==> config.mk <==
export PLATFORM = sky130hd
export DESIGN_NAME = coin_credit_accum_flat
export DESIGN_NICKNAME = d
export VERILOG_FILES = /design/src/rtl/vending_pkg.sv /design/src/rtl/coin_credit_accum_if.sv /design/src/rtl/coin_decode.sv /design/src/rtl/coin_credit_accum.sv /design/src/flat_wrapper.sv
export SDC_FILE = /design/constraint.sdc
export NUM_CORES = 1
export LEC_CHECK = 0
export BUFFER_PORTS_ARGS = -buffer_cell sky130_fd_sc_hd__buf_4
export CORE_UTILIZATION = 34
export CTS_BUF_LIST = sky130_fd_sc_hd__clkbuf_4 sky130_fd_sc_hd__clkbuf_8
export CTS_CLUSTER_DIAMETER = 100
export CTS_CLUSTER_SIZE = 12
export DETAILED_ROUTE_END_ITERATION = 8
export PLACE_DENSITY = 0.59
export SYNTH_ARGS = -nofsm -noshare
export SYNTH_HDL_FRONTEND = slang
export SYNTH_SLANG_ARGS = --single-unit
==> constraint.sdc <==
create_clock -name clk -period 4.63 [get_ports clk]
set_clock_uncertainty 0.1 [all_clocks]
set_input_delay 0.926 -clock clk [delete_from_list [all_inputs] [get_ports clk]]
set_output_delay 0.926 -clock clk [all_outputs]
set_load 0.05 [all_outputs]
==> src/rtl/vending_pkg.sv <==
// Shared vending definitions: cent width, coin values and the credit FSM state encoding.
package vending_pkg;

    localparam int CENT_W = 9;
    localparam int COIN_W = 7;

    localparam logic [COIN_W-1:0] NICKEL_C  = 7'd5;
    localparam logic [COIN_W-1:0] DIME_C    = 7'd10;
    localparam logic [COIN_W-1:0] QUARTER_C = 7'd25;
    localparam logic [COIN_W-1:0] DOLLAR_C  = 7'd100;

    typedef enum logic [1:0] {
        IDLE    = 2'd0,
        COLLECT = 2'd1,
        VEND    = 2'd2,
        CHANGE  = 2'd3
    } state_t;

endpackage

==> src/rtl/coin_credit_accum_if.sv <==
// Change hand-off channel between the credit accumulator and the coin dispenser.
interface coin_credit_accum_if;
    import vending_pkg::*;

    logic [CENT_W-1:0] change_amt;
    logic              change_valid;
    logic              change_ack;

    modport master (output change_amt, output change_valid, input change_ack);
    modport slave  (input change_amt, input change_valid, output change_ack);

endinterface

==> src/rtl/coin_decode.sv <==
// Combinational coin decoder: one pulse gives a value, several pulses flag multi.
module coin_decode
    import vending_pkg::*;
(
    input  logic              nickel,
    input  logic              dime,
    input  logic              quarter,
    input  logic              dollar,
    output logic              valid,
    output logic [COIN_W-1:0] value,
    output logic              multi
);

    // Decode the one-hot pulse set; any other non-zero pattern is a multi-coin event.
    always_comb begin
        valid = 1'b0;
        value = 7'd0;
        multi = 1'b0;
        case ({dollar, quarter, dime, nickel})
            4'b0000: begin
                valid = 1'b0;
            end
            4'b0001: begin
                valid = 1'b1;
                value = NICKEL_C;
            end
            4'b0010: begin
                valid = 1'b1;
                value = DIME_C;
            end
            4'b0100: begin
                valid = 1'b1;
                value = QUARTER_C;
            end
            4'b1000: begin
                valid = 1'b1;
                value = DOLLAR_C;
            end
            default: begin
                multi = 1'b1;
            end
        endcase
    end

endmodule

==> src/rtl/coin_credit_accum.sv <==
// Coin credit accumulator with buy/cancel and a valid/ack change output.
// Optional idle auto-cancel is built when COIN_TIMEOUT_EN is defined.
module coin_credit_accum
    import vending_pkg::*;
#(
    parameter int MAX_CREDIT     = 500
`ifdef COIN_TIMEOUT_EN
   ,parameter int TIMEOUT_CYCLES = 50_000_000
`endif
) (
    input  logic                clk,
    input  logic                rst,
    input  logic                coin_nickel,
    input  logic                coin_dime,
    input  logic                coin_quarter,
    input  logic                coin_dollar,
    input  logic                buy,
    input  logic [CENT_W-1:0]   price,
    input  logic                cancel,
    output logic [CENT_W-1:0]   credit,
    output logic                coin_reject,
    output logic                short_funds,
    output logic                vend,
    coin_credit_accum_if.master chg
);

    localparam logic [CENT_W:0] MAX_SUM = (CENT_W + 1)'(MAX_CREDIT);

    state_t              state_r, state_n;
    logic [CENT_W-1:0]   credit_r, credit_n;
    logic [CENT_W-1:0]   amt_r, amt_n;
    logic                cv_r, cv_n;
    logic                vend_r, vend_n;
    logic                rej_r, rej_n;
    logic                sf_r, sf_n;

    logic                coin_valid_s;
    logic                coin_multi_s;
    logic [COIN_W-1:0]   coin_value_s;
    logic                any_coin_s;
    logic [CENT_W:0]     sum_s;
    logic                timeout_s;
    logic                cancel_take_s;

    coin_decode u_coin_decode (
        .nickel  (coin_nickel),
        .dime    (coin_dime),
        .quarter (coin_quarter),
        .dollar  (coin_dollar),
        .valid   (coin_valid_s),
        .value   (coin_value_s),
        .multi   (coin_multi_s)
    );

    assign any_coin_s = coin_valid_s | coin_multi_s;
    // One extra bit so a near-ceiling credit plus a dollar cannot wrap.
    assign sum_s      = {1'b0, credit_r} + {3'b000, coin_value_s};

`ifdef COIN_TIMEOUT_EN
    localparam int TMR_W = (TIMEOUT_CYCLES > 1) ? $clog2(TIMEOUT_CYCLES) : 1;

    logic [TMR_W-1:0] timer_r;
    logic             quiet_s;

    assign quiet_s   = (state_r == COLLECT) && !any_coin_s && !buy && !cancel;
    assign timeout_s = quiet_s && (timer_r == TMR_W'(TIMEOUT_CYCLES - 1));

    // Idle counter: runs only on quiet COLLECT cycles, restarts on any activity or exit.
    always_ff @(posedge clk) begin
        if (rst) begin
            timer_r <= '0;
        end else if (quiet_s && !timeout_s) begin
            timer_r <= timer_r + 1'b1;
        end else begin
            timer_r <= '0;
        end
    end
`else
    assign timeout_s = 1'b0;
`endif

    assign cancel_take_s = (cancel | timeout_s) & (state_r == COLLECT);

    // Next-state and registered-output logic; priority is cancel, then buy, then coin.
    always_comb begin
        state_n  = state_r;
        credit_n = credit_r;
        amt_n    = amt_r;
        cv_n     = cv_r;
        vend_n   = 1'b0;
        rej_n    = 1'b0;
        sf_n     = 1'b0;
        case (state_r)
            IDLE, COLLECT: begin
                if (cancel_take_s) begin
                    amt_n    = credit_r;
                    credit_n = '0;
                    cv_n     = 1'b1;
                    state_n  = CHANGE;
                    rej_n    = any_coin_s;
                end else if (buy) begin
                    if ((price != 9'd0) && (credit_r >= price)) begin
                        state_n  = VEND;
                        vend_n   = 1'b1;
                        amt_n    = credit_r - price;
                        credit_n = '0;
                    end else begin
                        sf_n = 1'b1;
                    end
                    rej_n = any_coin_s;
                end else if (cancel) begin
                    rej_n = any_coin_s;
                end else if (coin_multi_s) begin
                    rej_n = 1'b1;
                end else if (coin_valid_s) begin
                    if (sum_s <= MAX_SUM) begin
                        credit_n = sum_s[CENT_W-1:0];
                        state_n  = COLLECT;
                    end else begin
                        rej_n = 1'b1;
                    end
                end else begin
                    state_n = state_r;
                end
            end
            VEND: begin
                rej_n = any_coin_s;
                // Exact payment skips the change hand-off entirely.
                if (amt_r != 9'd0) begin
                    cv_n    = 1'b1;
                    state_n = CHANGE;
                end else begin
                    state_n = IDLE;
                end
            end
            CHANGE: begin
                rej_n = any_coin_s;
                if (chg.change_ack) begin
                    cv_n    = 1'b0;
                    amt_n   = '0;
                    state_n = IDLE;
                end else begin
                    cv_n = 1'b1;
                end
            end
            default: begin
                state_n  = IDLE;
                credit_n = '0;
                amt_n    = '0;
                cv_n     = 1'b0;
            end
        endcase
    end

    // State and output registers with synchronous reset.
    always_ff @(posedge clk) begin
        if (rst) begin
            state_r  <= IDLE;
            credit_r <= '0;
            amt_r    <= '0;
            cv_r     <= 1'b0;
            vend_r   <= 1'b0;
            rej_r    <= 1'b0;
            sf_r     <= 1'b0;
        end else begin
            state_r  <= state_n;
            credit_r <= credit_n;
            amt_r    <= amt_n;
            cv_r     <= cv_n;
            vend_r   <= vend_n;
            rej_r    <= rej_n;
            sf_r     <= sf_n;
        end
    end

    assign credit           = credit_r;
    assign coin_reject      = rej_r;
    assign short_funds      = sf_r;
    assign vend             = vend_r;
    assign chg.change_amt   = amt_r;
    assign chg.change_valid = cv_r;

endmodule

==> src/flat_wrapper.sv <==
// flat-port wrapper written by rule: the top's interface ports become plain ports
module coin_credit_accum_flat import vending_pkg::*;
#(
    parameter int MAX_CREDIT     = 500

)
  (clk, rst, coin_nickel, coin_dime, coin_quarter, coin_dollar, buy, price, cancel, credit, coin_reject, short_funds, vend, chg_change_amt, chg_change_valid, chg_change_ack);
  coin_credit_accum_if chg_i ();
  input  logic clk;
  input  logic rst;
  input  logic coin_nickel;
  input  logic coin_dime;
  input  logic coin_quarter;
  input  logic coin_dollar;
  input  logic buy;
  input  logic [CENT_W-1:0] price;
  input  logic cancel;
  output logic [CENT_W-1:0] credit;
  output logic coin_reject;
  output logic short_funds;
  output logic vend;
  output wire logic [$bits(chg_i.change_amt)-1:0] chg_change_amt;
  output wire logic [$bits(chg_i.change_valid)-1:0] chg_change_valid;
  input wire logic [$bits(chg_i.change_ack)-1:0] chg_change_ack;
  assign chg_change_amt = chg_i.change_amt;
  assign chg_change_valid = chg_i.change_valid;
  assign chg_i.change_ack = chg_change_ack;
  coin_credit_accum #(.MAX_CREDIT(MAX_CREDIT)) u_core (.clk(clk), .rst(rst), .coin_nickel(coin_nickel), .coin_dime(coin_dime), .coin_quarter(coin_quarter), .coin_dollar(coin_dollar), .buy(buy), .price(price), .cancel(cancel), .credit(credit), .coin_reject(coin_reject), .short_funds(short_funds), .vend(vend), .chg(chg_i));
endmodule
### Word level (Yosys, flattened, before mapping)

Index checks and enable logic that the tools add are counted.

* memory bits (writable): 0
* bits of input ports: 18
* word-level logic and storage cells: 90
* latch bits: 0
* memory bits (read-only): 0
* memories: 0
* bits in registers: 24
* output and inout port bits: 22

* magnitude comparators: 2
* div/mod/pow operators: 0
* mux-type cells: 38
* multiply operators: 0
* shifts and indexed selects: 0
* reductions and logical operators: 18
* bitwise gates (word level): 4
* add/sub/neg operators: 2
* equality and inequality tests: 19

Operators by type and width (number)
* 2-to-1 mux 9 bit: 11
* case mux 7 bit (4 select lines): 1
* 2-to-1 mux 2 bit: 9
* case mux 9 bit (2 select lines): 1
* nonzero test 9 bit: 2
* 2-to-1 mux 1 bit: 13
* != test 4 x 2 -> 1 bit (second input constant): 3
* AND reduction 6 bit: 2
* adder 9 x 7 -> 10 bit: 1
* <= comparator 10 x 9 -> 1 bit (second input constant): 1
* >= comparator 9 bit: 1
* nonzero test 3 bit: 3
* subtractor 9 bit: 1
* != test 4 x 3 -> 1 bit (second input constant): 2
* OR reduction 4 bit: 2
* != test 3 x 1 -> 1 bit (second input constant): 2
* != test 3 x 2 -> 1 bit (second input constant): 2
* case mux 2 bit (3 select lines): 1
* OR reduction 5 bit: 1
* == test 2 bit (second input constant): 2
* == test 4 x 1 -> 1 bit (second input constant): 1
* == test 4 x 2 -> 1 bit (second input constant): 1
* == test 4 x 3 -> 1 bit (second input constant): 1
* == test 4 bit (second input constant): 1
* other kinds (15): 18

### Longest topological paths before layout

* word-level depth: 11
* depth in mapped cells: 13
* gate-level depth less buffers: 11

### Hierarchy

Synthesis repeated with hierarchy kept, for this count alone.

* cells, all modules: 250
* area, all modules: 2019.4 µm²

By module, submodules not included
* coin_credit_accum: seq. area each 480.5 µm², times used 1, cells an instance 229, area each 1844.3 µm²
* coin_decode: seq. area each 0.0 µm², times used 1, cells an instance 21, area each 175.2 µm²

### Worst setup path after synthesis

Ideal clock, no wire load.

* path type: in2reg
* start: input coin_nickel
* end: register u_core.credit_r[5], in the netlist u_core.credit[5]
* library setup time: 72 ps
* required time: 4458 ps
* slack: 860 ps
* arrival: 3599 ps
* stages on the path: 12
* path buffers: 2
* cell sequence: buf_2 > nor4b_1 > or2_2 > ha_1 > and2_1 > a221oi_2 > nand2_1 > mux2i_1 > a311oi_4 > o31a_1 > buf_6 > mux2i_1

* word-level cells in the longest chain between the ends: 9
* elaborated cells between the ends (all ways): 21
* those cells by class: add/sub: 1; order compare: 1; eq/ne: 4; mux: 8; reduce/logical: 7

Ends and longest elaborated chain
* start: declaration: RTL line flat_wrapper.sv:11 `input logic coin_nickel;`
* branches (longest 9 deep; another with adder 9 x 7 -> 10 bit)
* end signal: assignment: RTL line coin_credit_accum.sv:167 `credit_r <= credit_n;`
* end: declaration: RTL line coin_credit_accum.sv:30 `logic [CENT_W-1:0] credit_r, credit_n;`

Parallel ways; which one is timed is not known. The select of a mux whose other input is x is not followed.
A chain may end at the register's enable or synchronous reset.

### Final worst setup path

* start: input coin_nickel
* end: register u_core.credit_r[3], in the netlist u_core.credit[3]

Same word-level chain as after synthesis.

==> flow_summary_export.csv <==
group,metric,value,unit
clock_tree,root_buffer,"clkbuf_8",
logic_synthesis,synth_nets,298,
sta,maxSlewHeadroom,36.49,%
critical_path,timing.rr.start,"u_core.credit[0]$_SDFFE_PP0P_",
route,wire_per_inst,14.95,um
global_routing,overflow,0,
critical_path,cp_data_arrival_time,3950,ps
die,die_y,80.93,um
critical_path,cp-end-kind,"flop",
clock_tree,cts-buffers-inserted,3,
logic_synthesis,yosysWarningCount,0,
sta,finalSetupViolations,0,
route,antenna_left,0,
finish,layout-drive-gt1-share,20.42,%
die,rows,28,
route,routed_wl,5.440,mm
placement,place_congestion,0.8896,
critical_path,worstPathRequired,4740,ps
route,drt_iter0_drc,218,
hold_path,holdPathStages,2,
clock_tree,cts_tree,"yes",
logic_synthesis,syn_inst,262,
pwr,ir_drop,0.1272,mV
flow_run,drv_cap,0,
logic_synthesis,syn_area_per_cell,8.085,um^2
global_routing,groute.usage.overall,16.87,%
logic_synthesis,synth_enable_flop_cells,0,
global_routing,grt_pass1_wl,8.500,mm
critical_path,r2r_cells,9,
hold_path,hold_path_end,"u_core.chg.change_amt[1]$_SDFFE_PP0P_",
global_routing,antenna_found_initial,0,
hold_path,hold_class,"flop to flop",
placement,postPlaceCellArea,2435,um^2
critical_path,crit_type,"input pin to flop",
route,drtPass1Iterations,4,
sta,fin_setup_tns,0,ps
finish,num-nets-final,326,
logic_synthesis,syn_area,2118,um^2
pwr,p_leak,1.057,nW
run_status,status,"complete, no violations",
clock_tree,clkTransAtPathRegs,90,ps
clock_tree,cts.repair.resized,0,
global_routing,first_global_vias,1815,
logic_synthesis,synth-async-reset-ratio,0,%
sta,post-route-min-period,3839,ps
logic_synthesis,synthFlopType,"dfxtp_1",
critical_path,start_kind,"input pin",
clock_tree,clkLatencyLatePin,270,ps
clock_tree,cts.sinks,24,
critical_path,reg2reg_slack,1380,ps
sta,finalCritPeriodShare,82.91,%
finish,fin_area,2490,um^2
clock_tree,cts_max_level,1,
die,io_pins,40,
clock_tree,cts_setup_buffers,0,
hold_path,hp-start,"u_core.chg.change_amt[1]$_SDFFE_PP0P_",
clock_tree,cts.path.max_buffers,2,
die,core_region_area,5956,um^2
finish,area_growth,17.54,%
die,fp.dieW,80.93,um
route,vias,2007,
global_routing,grt_max_degree,30,
finish,diodes,0,
pwr,powerDensity,188.8,nW/um^2
critical_path,timing.rr.end,"u_core.credit[3]$_SDFFE_PP0P_",
logic_synthesis,synth_cell_types,56,
logic_synthesis,synth_seq_cells,24,
clock_tree,cts.hold.buffers_added,0,
placement,port_buffers,39,
route,vias_per_cell,5.514,
sta,fmax,0.2605,GHz
sta,maxSlewViolCount,0,
sta,hold_viol,0,
logic_synthesis,ys_seq_area_share,22.68,%
critical_path,critPathMaxFanout,10,
sta,rsz0062_at_grt,"false",
die,start_util,35.57,%
sta,tightest_slew,945.3,ps
die,dieArea,6550,um^2
route,drc_errors,0,
placement,dp_hpwl,4.226,mm
==> cell usage after synthesis, types with 2 or more instances <==
| library cell | number | share of area, % |
|---|---|---|
| a211oi_1 | 9 | 3.2 |
| a21o_1 | 5 | 1.8 |
| a21oi_1 | 11 | 2.6 |
| a311oi_1 | 3 | 1.2 |
| a31oi_1 | 3 | 0.89 |
| and2_1 | 2 | 0.59 |
| buf_1 | 2 | 0.35 |
| buf_2 | 4 | 0.95 |
| clkbuf_1 | 9 | 1.6 |
| dfxtp_1 | 24 | 23 |
| fa_1 | 2 | 1.9 |
| ha_1 | 16 | 9.5 |
| inv_1 | 13 | 2.3 |
| mux2i_1 | 8 | 3.8 |
| nand2_1 | 14 | 2.5 |
| nand2b_1 | 11 | 3.2 |
| nand3_1 | 7 | 1.7 |
| nand4_1 | 3 | 0.89 |
| nor2_1 | 26 | 4.6 |
| nor2b_1 | 3 | 0.89 |
| nor3_1 | 10 | 2.4 |
| nor4_1 | 5 | 1.5 |
| nor4b_1 | 4 | 1.7 |
| o21a_1 | 4 | 1.4 |
| o21ai_0 | 14 | 3.3 |
| o21bai_1 | 3 | 1.1 |
| o221a_2 | 3 | 1.6 |
| o31a_1 | 3 | 1.2 |
| or2_2 | 3 | 0.89 |
| xnor2_1 | 8 | 3.3 |
| xor2_1 | 5 | 2.1 |
==> cell families (layout without fill, tap and decap cells) <==
logic type | Yosys count | count (layout) | synth area share [%]
AND/OR/NAND/NOR | 92 | 92 | 22.80
AO/OA/AOI/OAI | 76 | 76 | 27.53
buffers and inverters | 30 | 57 | 5.966
flip-flops | 24 | 24 | 22.68
adder cells (fa/ha/maj) | 18 | 18 | 11.34
XOR/XNOR | 13 | 13 | 5.375
multiplexers | 9 | 9 | 4.312
==> worst max-delay path by stage <==
stage                 from                            end  slack (ps)  depth (start not counted)
2_1_floorplan  coin_nickel  u_core.credit[5]$_SDFFE_PP0P_         860                         12
3_3_place_gp   coin_nickel  u_core.credit[2]$_SDFFE_PP0P_         530                         11
3_5_place_dp     coin_dime  u_core.credit[3]$_SDFFE_PP0P_         520                         12
4_1_cts          coin_dime  u_core.credit[3]$_SDFFE_PP0P_         810                         12
5_1_grt        coin_nickel  u_core.credit[1]$_SDFFE_PP0P_         570                         11
6_report       coin_nickel  u_core.credit[3]$_SDFFE_PP0P_         790                         12
==> registers in the layout, summed over array words and instances (netlist names) <==
signal,cells
u_core.state_r,2
u_core.coin_reject,1
u_core.credit,9
u_core.chg.change_amt,9
u_core.vend,1
u_core.short_funds,1
u_core.chg.change_valid,1
==> per-layer routing <==
metal  routed length (um)  track usage, %  up-vias
met5                    0               0        -
met4                   82           5.000        0
met3                  327           2.022       10
met2                 2620           30.08       72
met1                 2409           21.03      913
li1                     -               -     1012
==> cell type report <==
| cell class | instances | area [um^2] |
|---|---|---|
| Tap cell | 75 | 93.84 |
| Timing Repair Buffer | 40 | 300.3 |
| Fill cell | 628 | 3466 |
| Inverter | 13 | 48.80 |
| Multi-Input combinational cell | 208 | 1511 |
| Clock buffer | 4 | 55.05 |
| Sequential cell | 24 | 480.5 |
==> metrics by stage <==
stage | std cells | power (W) | hold WS (ps) | util, % | setup slack, ps
6_report | 364 | 0.0004700 | 417.3 | 41.81 | 791.2
3_3_place_gp | 360 | 0.0003260 | 403.4 | 40.88 | 529.3
5_1_grt | 364 | 0.0004863 | 427.5 | 41.81 | 565.9
2_1_floorplan | 262 | 0.0002966 | 460.1 | - | 859.7
3_5_place_dp | 360 | 0.0003268 | 407.3 | 40.88 | 522.2
4_1_cts | 364 | 0.0004715 | 419.8 | 41.81 | 810.4
==> power by group <==
part           total (W)  internal, W  switching [W]
clock network   0.000148    0.0000762      0.0000716
logic           0.000107    0.0000443      0.0000628
registers       0.000215     0.000210     0.00000486
total           0.000470     0.000331       0.000139
==> worst max-delay path: stages <==
cell and delay (ps):
buf_4 140, xnor2_1 150, nor3_1 70, ha_1 200, fa_1 410, a211oi_1 340
o21bai_1 150, a21oi_1 240, xnor2_1 160, a311oi_4 350, o31a_1 570, mux2i_1 240
==> layout by cell type, fill, tap and decap left out, drive strengths merged, types with 4 or more instances in the layout <==
master	count
buf	40
nor2	26
dfxtp	24
ha	16
o21ai	16
nand2	14
inv	13
a21oi	11
nand2b	11
nor3	11
a211oi	10
xnor2	8
mux2i	8
nand3	7
nor4	5
a21o	5
xor2	5
nor4b	4
o21a	4
clkbuf	4
a311oi	4
Note: power is estimated with default switching activity, not from simulation.
